<file path="config.mk">
export PLATFORM = sky130hd
export DESIGN_NAME = motor_ramp
export DESIGN_NICKNAME = d
export VERILOG_FILES = /design/src/rtl/rover_pkg.sv /design/src/rtl/ramp_tick.sv /design/src/rtl/motor_ramp.sv
export SDC_FILE = /design/constraint.sdc
export NUM_CORES = 1
export LEC_CHECK = 0
export BUFFER_PORTS_ARGS = -buffer_cell sky130_fd_sc_hd__buf_2
export CAP_MARGIN = 20
export CORE_MARGIN = 4
export CORE_UTILIZATION = 50
export CTS_BUF_LIST = sky130_fd_sc_hd__clkbuf_2 sky130_fd_sc_hd__clkbuf_4 sky130_fd_sc_hd__clkbuf_8
export DETAILED_ROUTE_END_ITERATION = 8
export PLACE_DENSITY_LB_ADDON = 0.05
export SYNTH_ARGS = -nofsm -noshare
export SYNTH_HDL_FRONTEND = slang
export SYNTH_SLANG_ARGS = --single-unit
</file>
<file path="constraint.sdc">
create_clock -name clk -period 3.8 [get_ports clk]
set_input_delay 0.38 -clock clk [delete_from_list [all_inputs] [get_ports clk]]
set_output_delay 0.38 -clock clk [all_outputs]
set_load 0.005 [all_outputs]
</file>
<file path="src/rtl/rover_pkg.sv">
// Shared rover definitions: motor ramp FSM state encoding and default ramp timing.
package rover_pkg;

  typedef enum logic [2:0] {
    IDLE  = 3'd0,
    RAMP  = 3'd1,
    HOLD  = 3'd2,
    BRAKE = 3'd3,
    FAULT = 3'd4
  } ramp_state_t;

  localparam int unsigned RAMP_TICK_DIV = 100000;
  localparam int unsigned RAMP_STEP     = 64;

endpackage

</file>
<file path="src/rtl/ramp_tick.sv">
// Free-running divider emitting a one-cycle tick at the terminal count of 0..TICK_DIV-1.
module ramp_tick
  import rover_pkg::*;
#(
  parameter int unsigned TICK_DIV = RAMP_TICK_DIV
) (
  input  logic clk,
  input  logic reset,
  output logic tick_c
);

  localparam int unsigned CW = (TICK_DIV > 1) ? $clog2(TICK_DIV) : 1;
  localparam logic [CW-1:0] TERM = CW'(TICK_DIV - 1);

  logic [CW-1:0] cnt_q;

  always_ff @(posedge clk) begin
    if (!reset) begin
      cnt_q <= '0;
    end else if (cnt_q == TERM) begin
      cnt_q <= '0;
    end else begin
      cnt_q <= cnt_q + CW'(1);
    end
  end

  assign tick_c = (cnt_q == TERM);

endmodule

</file>
<file path="src/rtl/motor_ramp.sv">
// Soft-start / soft-stop duty slew controller with over-current fault latch.
// Optional auto-retry out of FAULT when MOTOR_RAMP_OC_RETRY_EN is defined.
module motor_ramp
  import rover_pkg::*;
#(
  parameter int unsigned WIDTH       = 12,
  parameter int unsigned MAX         = 4095,
  parameter int unsigned STEP        = RAMP_STEP,
  parameter int unsigned TICK_DIV    = RAMP_TICK_DIV,
  parameter int unsigned OC_TICKS    = 4,
  parameter int unsigned RETRY_TICKS = 1000
) (
  input  logic             clk,
  input  logic             reset,
  input  logic [WIDTH-1:0] target_duty,
  input  logic             run,
  input  logic             stop_req,
  input  logic [1:0]       OC,
  output logic [WIDTH-1:0] duty,
  output logic             active,
  output logic             fault,
  output logic [2:0]       state
);

  localparam int unsigned W1  = WIDTH + 1;
  localparam int unsigned OCW = $clog2(OC_TICKS + 1);

  logic tick_c;

  ramp_tick #(.TICK_DIV(TICK_DIV)) u_tick (
    .clk    (clk),
    .reset  (reset),
    .tick_c (tick_c)
  );

  ramp_state_t      state_q, state_n;
  logic [WIDTH-1:0] duty_q, duty_n;
  logic             fault_q, fault_n;
  logic             active_q, active_n;
  logic [OCW-1:0]   oc_cnt_q, oc_cnt_n;

  logic [WIDTH-1:0] tgt_c;
  logic [W1-1:0]    up_sum_c, dn_diff_c;
  logic [WIDTH-1:0] slew_c, brake_c;
  logic             oc_any_c, trip_c, stop_c;

`ifdef MOTOR_RAMP_OC_RETRY_EN
  localparam int unsigned RW = $clog2(RETRY_TICKS + 1);
  logic [RW-1:0] retry_q, retry_n;
`else
  logic retry_param_unused_c;
  assign retry_param_unused_c = (RETRY_TICKS == 0);
`endif

  assign tgt_c     = (target_duty > WIDTH'(MAX)) ? WIDTH'(MAX) : target_duty;
  assign up_sum_c  = {1'b0, duty_q} + W1'(STEP);
  assign dn_diff_c = {1'b0, duty_q} - W1'(STEP);
  assign oc_any_c  = |OC;
  assign stop_c    = stop_req || !run;
  assign trip_c    = tick_c && oc_any_c && ((oc_cnt_q + OCW'(1)) == OCW'(OC_TICKS));

  // One step toward the target, landing exactly on it; the extra bit catches carry/borrow
  always_comb begin
    slew_c = duty_q;
    if (tgt_c > duty_q) begin
      slew_c = (up_sum_c > {1'b0, tgt_c}) ? tgt_c : up_sum_c[WIDTH-1:0];
    end else if (tgt_c < duty_q) begin
      slew_c = (dn_diff_c[WIDTH] || (dn_diff_c[WIDTH-1:0] < tgt_c)) ? tgt_c : dn_diff_c[WIDTH-1:0];
    end
    brake_c = dn_diff_c[WIDTH] ? '0 : dn_diff_c[WIDTH-1:0];
  end

  always_ff @(posedge clk) begin
    if (!reset) begin
      state_q  <= IDLE;
      duty_q   <= '0;
      fault_q  <= 1'b0;
      active_q <= 1'b0;
      oc_cnt_q <= '0;
`ifdef MOTOR_RAMP_OC_RETRY_EN
      retry_q  <= '0;
`endif
    end else begin
      state_q  <= state_n;
      duty_q   <= duty_n;
      fault_q  <= fault_n;
      active_q <= active_n;
      oc_cnt_q <= oc_cnt_n;
`ifdef MOTOR_RAMP_OC_RETRY_EN
      retry_q  <= retry_n;
`endif
    end
  end

  // Next state: fault outranks stop, stop outranks target tracking
  always_comb begin
    state_n  = state_q;
    duty_n   = duty_q;
    fault_n  = fault_q;
    oc_cnt_n = oc_cnt_q;
`ifdef MOTOR_RAMP_OC_RETRY_EN
    retry_n  = '0;
`endif
    if (tick_c) begin
      oc_cnt_n = oc_any_c ? (oc_cnt_q + OCW'(1)) : '0;
    end

    if (trip_c && (state_q != FAULT)) begin
      state_n  = FAULT;
      duty_n   = '0;
      fault_n  = 1'b1;
      oc_cnt_n = '0;
    end else begin
      case (state_q)
        IDLE: begin
          duty_n = '0;
          if (!stop_c && (tgt_c != '0)) begin
            state_n = RAMP;
          end
        end
        RAMP: begin
          if (stop_c) begin
            state_n = BRAKE;
          end else begin
            if (tick_c) begin
              duty_n = slew_c;
            end
            if (duty_n == tgt_c) begin
              state_n = (tgt_c == '0) ? IDLE : HOLD;
            end
          end
        end
        HOLD: begin
          if (stop_c) begin
            state_n = BRAKE;
          end else if (tgt_c != duty_q) begin
            state_n = RAMP;
          end
        end
        BRAKE: begin
          if (tick_c) begin
            duty_n = brake_c;
          end
          if (duty_n == '0) begin
            state_n = IDLE;
          end
        end
        FAULT: begin
          duty_n   = '0;
          oc_cnt_n = '0;
          if (!run) begin
            state_n = IDLE;
            fault_n = 1'b0;
          end
`ifdef MOTOR_RAMP_OC_RETRY_EN
          else if (tick_c) begin
            if (oc_any_c) begin
              retry_n = '0;
            end else if ((retry_q + RW'(1)) == RW'(RETRY_TICKS)) begin
              state_n = IDLE;
              fault_n = 1'b0;
            end else begin
              retry_n = retry_q + RW'(1);
            end
          end else begin
            retry_n = retry_q;
          end
`endif
        end
        default: begin
          state_n = IDLE;
          duty_n  = '0;
        end
      endcase
    end
    active_n = (duty_n != '0);
  end

  assign duty   = duty_q;
  assign active = active_q;
  assign fault  = fault_q;
  assign state  = state_q;

endmodule

</file>
==> results of run 1 <==
per-stage QoR:
stage	hold slack [ns]	cells	util [%]	area (um^2)	TNS, ns
2_1_floorplan	0.430	467	-	3450	0
3_3_place_gp	0.444	602	60.6	3960	-0.111
3_5_place_dp	0.455	602	60.6	3960	-0.129
4_1_cts	0.368	611	62.6	4090	0
5_1_grt	0.372	616	64.8	4230	-0.0116
6_report	0.377	616	64.8	4230	0
Yosys cell counts, drive strengths merged, types with 10 or more instances:
cell type	instances	area, um^2
a21oi	31	155
a22oi	10	75.1
clkbuf	15	56.3
dfxtp	37	741
ha	34	425
inv	37	139
nand2	29	109
nand3	26	130
nand4	14	87.6
nor2	49	184
nor3	20	100
o21ai	28	140
xnor2	15	131
xor2	15	131
critical path, stage by stage, from the launching register on:
cell      delay (ns)
dfxtp_2         0.33
buf_6           0.13
ha_4            0.17
buf_4           0.14
xor2_1          0.15
ha_1            0.34
and4_1          0.21
a22o_1          0.19
a211o_1         0.27
o32ai_4         0.23
mux2i_1         0.30
o211ai_1        0.19
a222oi_1        0.32
buf_4           0.18
nor2_1          0.04
nor4_2          0.21
a31oi_1         0.11
worst max-delay path by stage:
stage	startpoint	end	slack, ns	cells past startpoint
CTS	duty[7]	active	0.006	16
finish	duty[6]	active	0.15	16
global route	duty[6]	active	-0.01	16
floorplan	duty[8]	state[0]	0.16	15
detailed placement	duty[7]	active	-0.06	15
global placement	duty[7]	state[0]	-0.07	16
flip-flops by register name (all words and copies together) (netlist names):
signal,count
active,1
duty,12
fault,1
oc_cnt_q,3
state,3
u_tick.cnt_q,17
power groups by stage:
stage | Clock [mW] | Combinational (mW) | Sequential, mW
final | 0.283 | 0.202 | 0.409
after global routing | 0.310 | 0.223 | 0.411
after CTS | 0.292 | 0.194 | 0.409
after detailed placement | 0 | 0.191 | 0.418
after global placement | 0 | 0.190 | 0.418
after floorplan | 0 | 0.132 | 0.409
area by class of cell:
cell class	instances	share of cell area, %
Sequential cell	37	17.6
Timing Repair Buffer	79	12.2
Clock inverter	3	0.503
Tap cell	77	2.28
Multi-Input combinational cell	378	62.5
Clock buffer	5	1.63
Inverter	37	3.28
kinds of logic (layout without fill, tap and decap cells):
logic type      after synthesis  after routing  synth area share (%)
simple gates                188            188                  28.1
compound gates              121            121                  23.3
buf+inv                      52            124                  5.66
flops                        37             37                  21.5
fa+ha+maj                    34             34                  12.3
xor+xnor                     30             30                  7.63
mux                           5              5                  1.45
what timing repair did:
action / CTS / global route
pin swaps: 2 / 12
gates resized for setup: 5 / 20
setup endpoints to repair: 3 / 11
buffers inserted: 1 / 5
cell usage in the layout (no fill, tap or decap), types with 5 or more instances in the layout:
| master | netlist | routed |
|---|---|---|
| a21oi_1 | 31 | 31 |
| or3_1 | 6 | 6 |
| inv_1 | 37 | 37 |
| buf_2 | 0 | 34 |
| nand2_1 | 29 | 29 |
| dfxtp_1 | 37 | 34 |
| xor2_1 | 15 | 15 |
| xnor2_1 | 15 | 13 |
| buf_4 | 0 | 43 |
| o21ai_1 | 5 | 5 |
| and2_1 | 5 | 5 |
| a22oi_1 | 10 | 10 |
| a211oi_1 | 6 | 5 |
| nor3_1 | 20 | 18 |
| ha_1 | 34 | 33 |
| a21o_1 | 7 | 7 |
| nand3_1 | 26 | 24 |
| mux2i_1 | 5 | 5 |
| o21ai_0 | 23 | 23 |
| o22ai_1 | 5 | 5 |
| and3_1 | 7 | 6 |
| nand4_1 | 14 | 14 |
| clkbuf_8 | 0 | 5 |
| nor2_1 | 49 | 49 |
per-layer routing:
layer  wire length [um]  track usage (%)
met5                  0                0
met4                342             9.17
met3                902             5.29
met2               4830             40.7
met1               4670             34.9
==> results by group, run 1 <==
Timing
  – Final WS setup: 0.150 ns
  – Slew HR: 50.9%
  – Fin crit share: 96.1%
  – Final Max Slew Viols: 0
  – RSZ-0062 raised after global routing: yes
  – Final count of negative-setup-slack endpoints: 0
  – Final Critical Period: 3.65 ns
  – FMAX: 274 MHz
  – Clock skew: 0.00250 ns
  – Final Hold Fails: 0
  – Actual slew at the worst max-slew pin: 0.731 ns

Power
  – Pwr dens: 211 nW/um^2
  – Switching Share: 32.3%
  – Worst vdd ir: 0.000226 V
  – Comb pwr share: 22.6%
  – Int Power: 606 uW
  – Sequential Power Share: 45.8%
  – Total power: 895 uW
  – Clk pwr share: 31.6%
  – Pleak: 1.81 nW
  – Switching pwr: 289 uW

Yosys
  – Synth async-reset ratio: 0%
  – Number of synthesized flops with an enable pin: 0
  – Main flop type after synthesis: dfxtp_1
  – Distinct cells, synth: 58
  – Syn_nets: 519
  – Syn_area_per_cell: 7.38 um^2
  – Synth Cell Area: 3450 um^2
  – Synth Instances: 467
  – Register bit total from synthesis: 37
  – Yosys Warn Count: 0
  – Sequential fraction of the synthesis area: 21.5%

Detailed routing
  – # DRC: 0
  – 1st-pass router iterations: 5
  – Routed len/inst: 17.4 um
  – Final antenna-violating net count: 0
  – Via/cell ratio: 6.25
  – Detailed-route via count: 3853
  – DRC marker count from the first detailed-route iteration: 514
  – Total Wirelength: 10700 um

Finish
  – Multi-input gate area: 2650 um^2
  – Layout cells sized above 1: 20.2%
  – Final nets: 590
  – Register Area: 744 um^2
  – Fillers: 584
  – Diodes inserted: 0
  – Layout area overhead: 22.8%

CTS
  – Root Buffer: clkbuf_8
  – CTS Buffer Depth: 2
  – CTS tree: done
  – Skew-Pair Late Insertion Delay: 0.29 ns
  – CTS Sinks: 37
  – CTS buffer count: 5
  – CTS H-tree depth: 2
  – CTS clk-pin slew, worst paths: 0.08 ns
  – CTS Hold Bufs: 0

Floorplan
  – Die Span X: 91.0 um
  – Die height: 91.0 um
  – Die area: 8280 um^2
  – Rows: 29
  – I/O pins: 35
  – Core area: 6530 um^2
  – Initial core utilization: 52.8%

Worst setup path
  – Flop2flop setup slack: 0.15 ns
  – R2r endpoint: active
  – Critical R2R Launch: duty[6]
  – Endpoint type of the worst setup path: register
  – Crit path required time: 3.96 ns
  – Crit Path Class: reg -> reg
  – CP startpoint kind: register
  – Crit path max fanout: 7
  – Reg2Reg Depth: 16
  – Crit path DAT: 3.81 ns

Min path
  – Hold path depth: 3
  – Worst hold start: run
  – Hold Path Sink: state[2]
  – HP Class: in -> reg

Global route
  – First-pass GRT wire length: 17800 um
  – Largest net degree at the start of global routing: 15
  – Initial antenna violation count: 0
  – Aggregate global routing overflow: 0
  – Vias in the first global route: 3691
  – Overall Global Routing Usage: 25.8%

Run
  – MaxCap Viol Count: 0

Placement
  – IO Port Bufs: 34
  – Pre-CTS setup slack: -0.0614 ns
  – Hpwl dp: 8410 um
  – Placer Congestion: 1.02

Run status
  – Run status: finished clean
No activity file was read; power rests on OpenSTA's default activity.
==> inputs of run 2 (changes only) <==
CORE_UTILIZATION = 43   (was 50)
GPL_ROUTABILITY_DRIVEN = 0   (was not set)
==> run 2 against run 1 <==
  * Cell area increased by 1.3%
  * Non-clock buffer count is 4 higher
  * Via count up 1.8%
  * Register-to-register slack worse by 0.099 ns
  * Total power shrank 0.92%
  * Global-route usage decreased by 3.0 points
  * Worst setup slack lost 0.099 ns
  * Sequential power barely moved
  * Clock power fell by 4%
  * Final cell count up 4.7%
  * Routed wire length increased by 4.6%
  * First-iteration DRC count is 21% lower
==> results by group, run 2 (synthesis gave the netlist of run 1 again) <==
Global route
  – Largest net degree at the start of global routing: 15
  – First-pass GRT wire length: 17900 um
  – Vias in the first global route: 3651
  – Aggregate global routing overflow: 0
  – Overall Global Routing Usage: 22.7%
  – Initial antenna violation count: 0

Power
  – Clk pwr share: 30.6%
  – Switching pwr: 283 uW
  – Pleak: 1.85 nW
  – Total power: 887 uW
  – Pwr dens: 207 nW/um^2
  – Switching Share: 32.0%
  – Int Power: 603 uW
  – Worst vdd ir: 0.000178 V
  – Sequential Power Share: 46.3%
  – Comb pwr share: 23.1%

Detailed routing
  – DRC marker count from the first detailed-route iteration: 404
  – Via/cell ratio: 6.08
  – # DRC: 0
  – Detailed-route via count: 3922
  – Routed len/inst: 17.4 um
  – 1st-pass router iterations: 6
  – Final antenna-violating net count: 0
  – Total Wirelength: 11200 um

Finish
  – Layout area overhead: 24.4%
  – Multi-input gate area: 2650 um^2
  – Most common library cell in the layout ignoring fill and taps: nor2_1
  – Diodes inserted: 0
  – Layout cells sized above 1: 21.5%
  – Final nets: 594
  – Max reg flops: 17
  – Post-route cell area: 4290 um^2
  – Biggest register: u_tick.cnt_q
  – Register Area: 743 um^2
  – Commonest non-fill, non-tap cells in the layout: nor2_1, buf_4, inv_1
  – Fillers: 769

Floorplan
  – I/O pins: 35
  – Die height: 97.5 um
  – Core area: 7770 um^2
  – Rows: 32
  – Die area: 9510 um^2
  – Initial core utilization: 44.4%
  – Die Span X: 97.5 um

Timing
  – Final count of negative-setup-slack endpoints: 0
  – Actual slew at the worst max-slew pin: 0.671 ns
  – Final Max Slew Viols: 0
  – Final Hold Fails: 0
  – FMAX: 267 MHz
  – Setup TNS: 0 ns
  – Final Critical Period: 3.75 ns
  – Clock skew: 0.00963 ns
  – Fin crit share: 98.7%
  – Slew HR: 55.0%

Run
  – MaxCap Viol Count: 0

Placement
  – IO Port Bufs: 34
  – Post-DP Area: 4000 um^2
  – Hpwl dp: 8690 um

Min path
  – Hold Path Sink: state[2]
  – Worst hold start: run
  – Hold path depth: 3
  – HP Class: in -> reg

CTS
  – CTS H-tree depth: 2
  – CTS buffer count: 5
  – CTS Hold Bufs: 0
  – CTS tree: done
  – CTS Buffer Depth: 2
  – Skew-Pair Late Insertion Delay: 0.29 ns
  – CTS Sinks: 37
  – Root Buffer: clkbuf_8
  – CTS clk-pin slew, worst paths: 0.08 ns

Worst setup path
  – Endpoint type of the worst setup path: register
  – R2r endpoint: state[1]
  – Flop2flop setup slack: 0.05 ns
  – Crit path required time: 4.04 ns
  – Crit Path Class: reg -> reg
  – CP startpoint kind: register
  – Crit path DAT: 3.99 ns
  – Reg2Reg Depth: 16
  – Crit path max fanout: 5
  – Critical R2R Launch: duty[7]

Run status
  – Run status: finished clean
## run 2: worst max-delay path by stage
stage | startpoint | to | slack [ns] | cells after the start
after detailed placement | duty[6] | state[0] | -0.14 | 16
after CTS | duty[7] | state[0] | 0.07 | 15
after floorplan | duty[8] | state[0] | 0.16 | 15
after global placement | duty[6] | state[0] | -0.21 | 16
after global routing | duty[7] | state[0] | -0.06 | 16
final | duty[7] | state[1] | 0.05 | 16
## run 2: layer usage
| layer | up-vias | wire length (um) | GRT usage [%] |
|---|---|---|---|
| li1 | 1865 | - | - |
| met1 | 1796 | 4930 | 31.6 |
| met2 | 219 | 4890 | 34.8 |
| met3 | 42 | 1040 | 4.74 |
| met4 | 0 | 380 | 7.77 |
| met5 | - | 0 | 0 |
## run 2: cell type report
cell class,count,share of cell area [%]
clock inverter,3,0.409
inverter,37,3.24
sequential,37,17.3
tap,102,2.98
clock buffer,5,1.61
timing repair buffer,83,12.6
multi-input combinational,378,61.8
## run 2: timing repair
action                                  CTS  global route
endpoints found under the setup margin   10            10
setup buffers                             1             7
gates resized for setup                   4            21
pin swaps                                 1            16
## run 2: stage by stage
step | hold slack, ns | setup WS [ns] | util (%) | instances
2_1_floorplan | 0.430 | 0.157 | - | 467
3_5_place_dp | 0.451 | -0.142 | 51.5 | 629
6_report | 0.359 | 0.0504 | 55.2 | 645
3_3_place_gp | 0.446 | -0.210 | 51.5 | 629
4_1_cts | 0.351 | 0.0701 | 53.0 | 638
5_1_grt | 0.359 | -0.0598 | 55.2 | 645
## run 2: power groups by stage
stage | Clock, mW | Sequential (mW) | Combinational [mW]
floorplan | 0 | 0.409 | 0.132
global placement | 0 | 0.418 | 0.190
detailed placement | 0 | 0.419 | 0.192
CTS | 0.280 | 0.410 | 0.193
global route | 0.297 | 0.413 | 0.224
finish | 0.271 | 0.411 | 0.204
## run 2: critical path: stages, from the launching register on
cell	delay, ns
dfxtp_2	0.36
buf_4	0.15
or3_1	0.37
nor3_1	0.18
xnor2_1	0.19
ha_2	0.32
nor2_1	0.19
a211oi_2	0.09
buf_4	0.17
and2_1	0.19
and3_1	0.19
o21ai_1	0.15
o211ai_1	0.18
xnor2_1	0.26
nand4_1	0.22
nor4b_4	0.36
o21a_1	0.14
==> inputs of run 3 (changes only) <==
CELL_PAD_IN_SITES_DETAIL_PLACEMENT = 1   (was not set)
CELL_PAD_IN_SITES_GLOBAL_PLACEMENT = 2   (was not set)
CORE_UTILIZATION = 32   (was 43)
==> run 3 against run 2 <==
  * Critical path depth stayed put
  * Global-route usage is 2.0 points lower
  * Register-to-register slack better by 0.11 ns
  * Combinational power is 7% higher
  * Largest power group unchanged
==> results by group, run 3 (synthesis gave the netlist of run 1 again) <==
CTS
  – Root Buffer: clkbuf_8
  – CTS tree: done
  – CTS buffer count: 5
  – CTS Sinks: 37
  – CTS Hold Bufs: 0
  – CTS H-tree depth: 2
  – CTS clk-pin slew, worst paths: 0.08 ns
  – CTS Buffer Depth: 2
  – Skew-Pair Late Insertion Delay: 0.29 ns

Worst setup path
  – Crit path DAT: 3.87 ns
  – Crit path required time: 4.03 ns
  – CP startpoint kind: register
  – Endpoint type of the worst setup path: register
  – Crit path max fanout: 6
  – Crit Path Class: reg -> reg

Timing
  – Actual slew at the worst max-slew pin: 0.643 ns
  – Final count of negative-setup-slack endpoints: 0
  – Final WS setup: 0.160 ns
  – Final Max Slew Viols: 0
  – Fin crit share: 95.8%
  – Final Hold Fails: 0
  – Clock skew: 0.00658 ns
  – Final Critical Period: 3.64 ns
  – Slew HR: 56.8%
  – Hold slack: 0.387 ns
  – FMAX: 275 MHz

Detailed routing
  – Total Wirelength: 13400 um
  – Routed len/inst: 19.6 um
  – Final antenna-violating net count: 0
  – Via/cell ratio: 5.62
  – DRC marker count from the first detailed-route iteration: 164
  – # DRC: 0
  – Detailed-route via count: 3830
  – 1st-pass router iterations: 4

Global route
  – Vias in the first global route: 3915
  – Initial antenna violation count: 0
  – Largest net degree at the start of global routing: 15
  – Overall Global Routing Usage: 20.7%
  – First-pass GRT wire length: 21000 um
  – Aggregate global routing overflow: 0

Finish
  – Layout cells sized above 1: 24.6%
  – Biggest register: u_tick.cnt_q
  – Max reg flops: 17
  – Final nets: 596
  – Diodes inserted: 0
  – Layout area overhead: 30.5%
  – Fillers: 1303
  – Register Area: 751 um^2
  – Multi-input gate area: 2760 um^2
  – Post-route cell area: 4500 um^2
  – Commonest non-fill, non-tap cells in the layout: nor2_1, buf_4, inv_1

Power
  – Worst vdd ir: 0.000182 V
  – Pleak: 1.87 nW
  – Pwr dens: 218 nW/um^2

Floorplan
  – I/O pins: 35
  – Die height: 112 um
  – Die Span X: 112 um
  – Die area: 12500 um^2
  – Initial core utilization: 33.1%
  – Core area: 10400 um^2
  – Rows: 37

Min path
  – HP Class: in -> reg

Placement
  – Pre-CTS setup slack: -0.350 ns
  – IO Port Bufs: 34
  – Post-DP Area: 4070 um^2
  – Hpwl dp: 10600 um

Run
  – MaxCap Viol Count: 0

Run status
  – Run status: finished clean
run 3: cell count changes in the layout (fill, tap and decap cells not counted), moves of 2 or more:
cell / delta
a21oi_2: +2
a21oi_1: -2
nor3_1: -2
dfxtp_1: -2
xnor2_2: -3
ha_1: -2
clkinv_2: -2
buf_6: +2
a211oi_1: -2
dfxtp_4: +2
xnor2_1: +2
ha_4: +2
run 3: worst paths after layout:
check                           slack (ns)       startpoint  depth (start not counted)              end
worst max register to register        0.16          duty[6]                         16         state[1]
worst max-delay path                  0.16          duty[6]                         16         state[1]
worst min-delay path                  0.39              run                          3         state[2]
worst min register to register        0.47  u_tick.cnt_q[0]                          1  u_tick.cnt_q[0]
run 3: critical path, cell delays in order, from the launching register on:
cell and delay [ns]:
dfxtp_4 0.39, buf_4 0.11, buf_4 0.13, nand3_4 0.10, xnor2_4 0.18, ha_4 0.28
and3_4 0.18, nand4_1 0.16, a2111oi_4 0.40, o32ai_4 0.19, buf_6 0.17, or3_4 0.33
a41o_1 0.22, nand3_1 0.09, nand4_1 0.18, nor4b_4 0.35, o21a_1 0.14
run 3: metrics by stage:
stage,cells,TNS (ns),utilization [%],total power [mW]
after floorplan,467,0,-,0.541
after global placement,666,-1.02,39.0,0.619
after detailed placement,666,-1.55,39.0,0.622
after CTS,677,0,40.8,0.979
after global routing,681,-0.0183,43.2,1.03
final,681,0,43.2,0.979
run 3: final cells by class:
type,count,area share (%)
Sequential cell,37,16.7
Timing Repair Buffer,85,12.6
Inverter,37,3.09
Tap cell,136,3.79
Clock inverter,3,1.03
Clock buffer,5,1.53
Multi-Input combinational cell,378,61.3
run 3: what timing repair did:
action | in CTS | in global routing
endpoints found under the setup margin | 9 | 12
endpoints found under the hold margin | 0 | 0
gates resized for setup | 7 | 44
buffers inserted | 3 | 4
pin swaps | 2 | 13
run 3: layer usage:
| layer | wire, um | track usage [%] | part of all wire, % | vias up |
|---|---|---|---|---|
| li1 | - | - | - | 1864 |
| met1 | 6360 | 29.2 | 48 | 1857 |
| met2 | 6270 | 34.2 | 47 | 97 |
| met3 | 599 | 2.61 | 4.5 | 12 |
| met4 | 140 | 3.57 | 1.0 | 0 |
| met5 | 0 | 0 | 0 | - |
run 3: where the power goes:
group / switching (mW) / internal [mW] / total [mW] / leakage (nW)
clock: 0.155 / 0.197 / 0.351 / 0.0543
combinational: 0.133 / 0.0850 / 0.218 / 1.51
sequential: 0.0160 / 0.393 / 0.409 / 0.302
total: 0.304 / 0.675 / 0.979 / 1.87
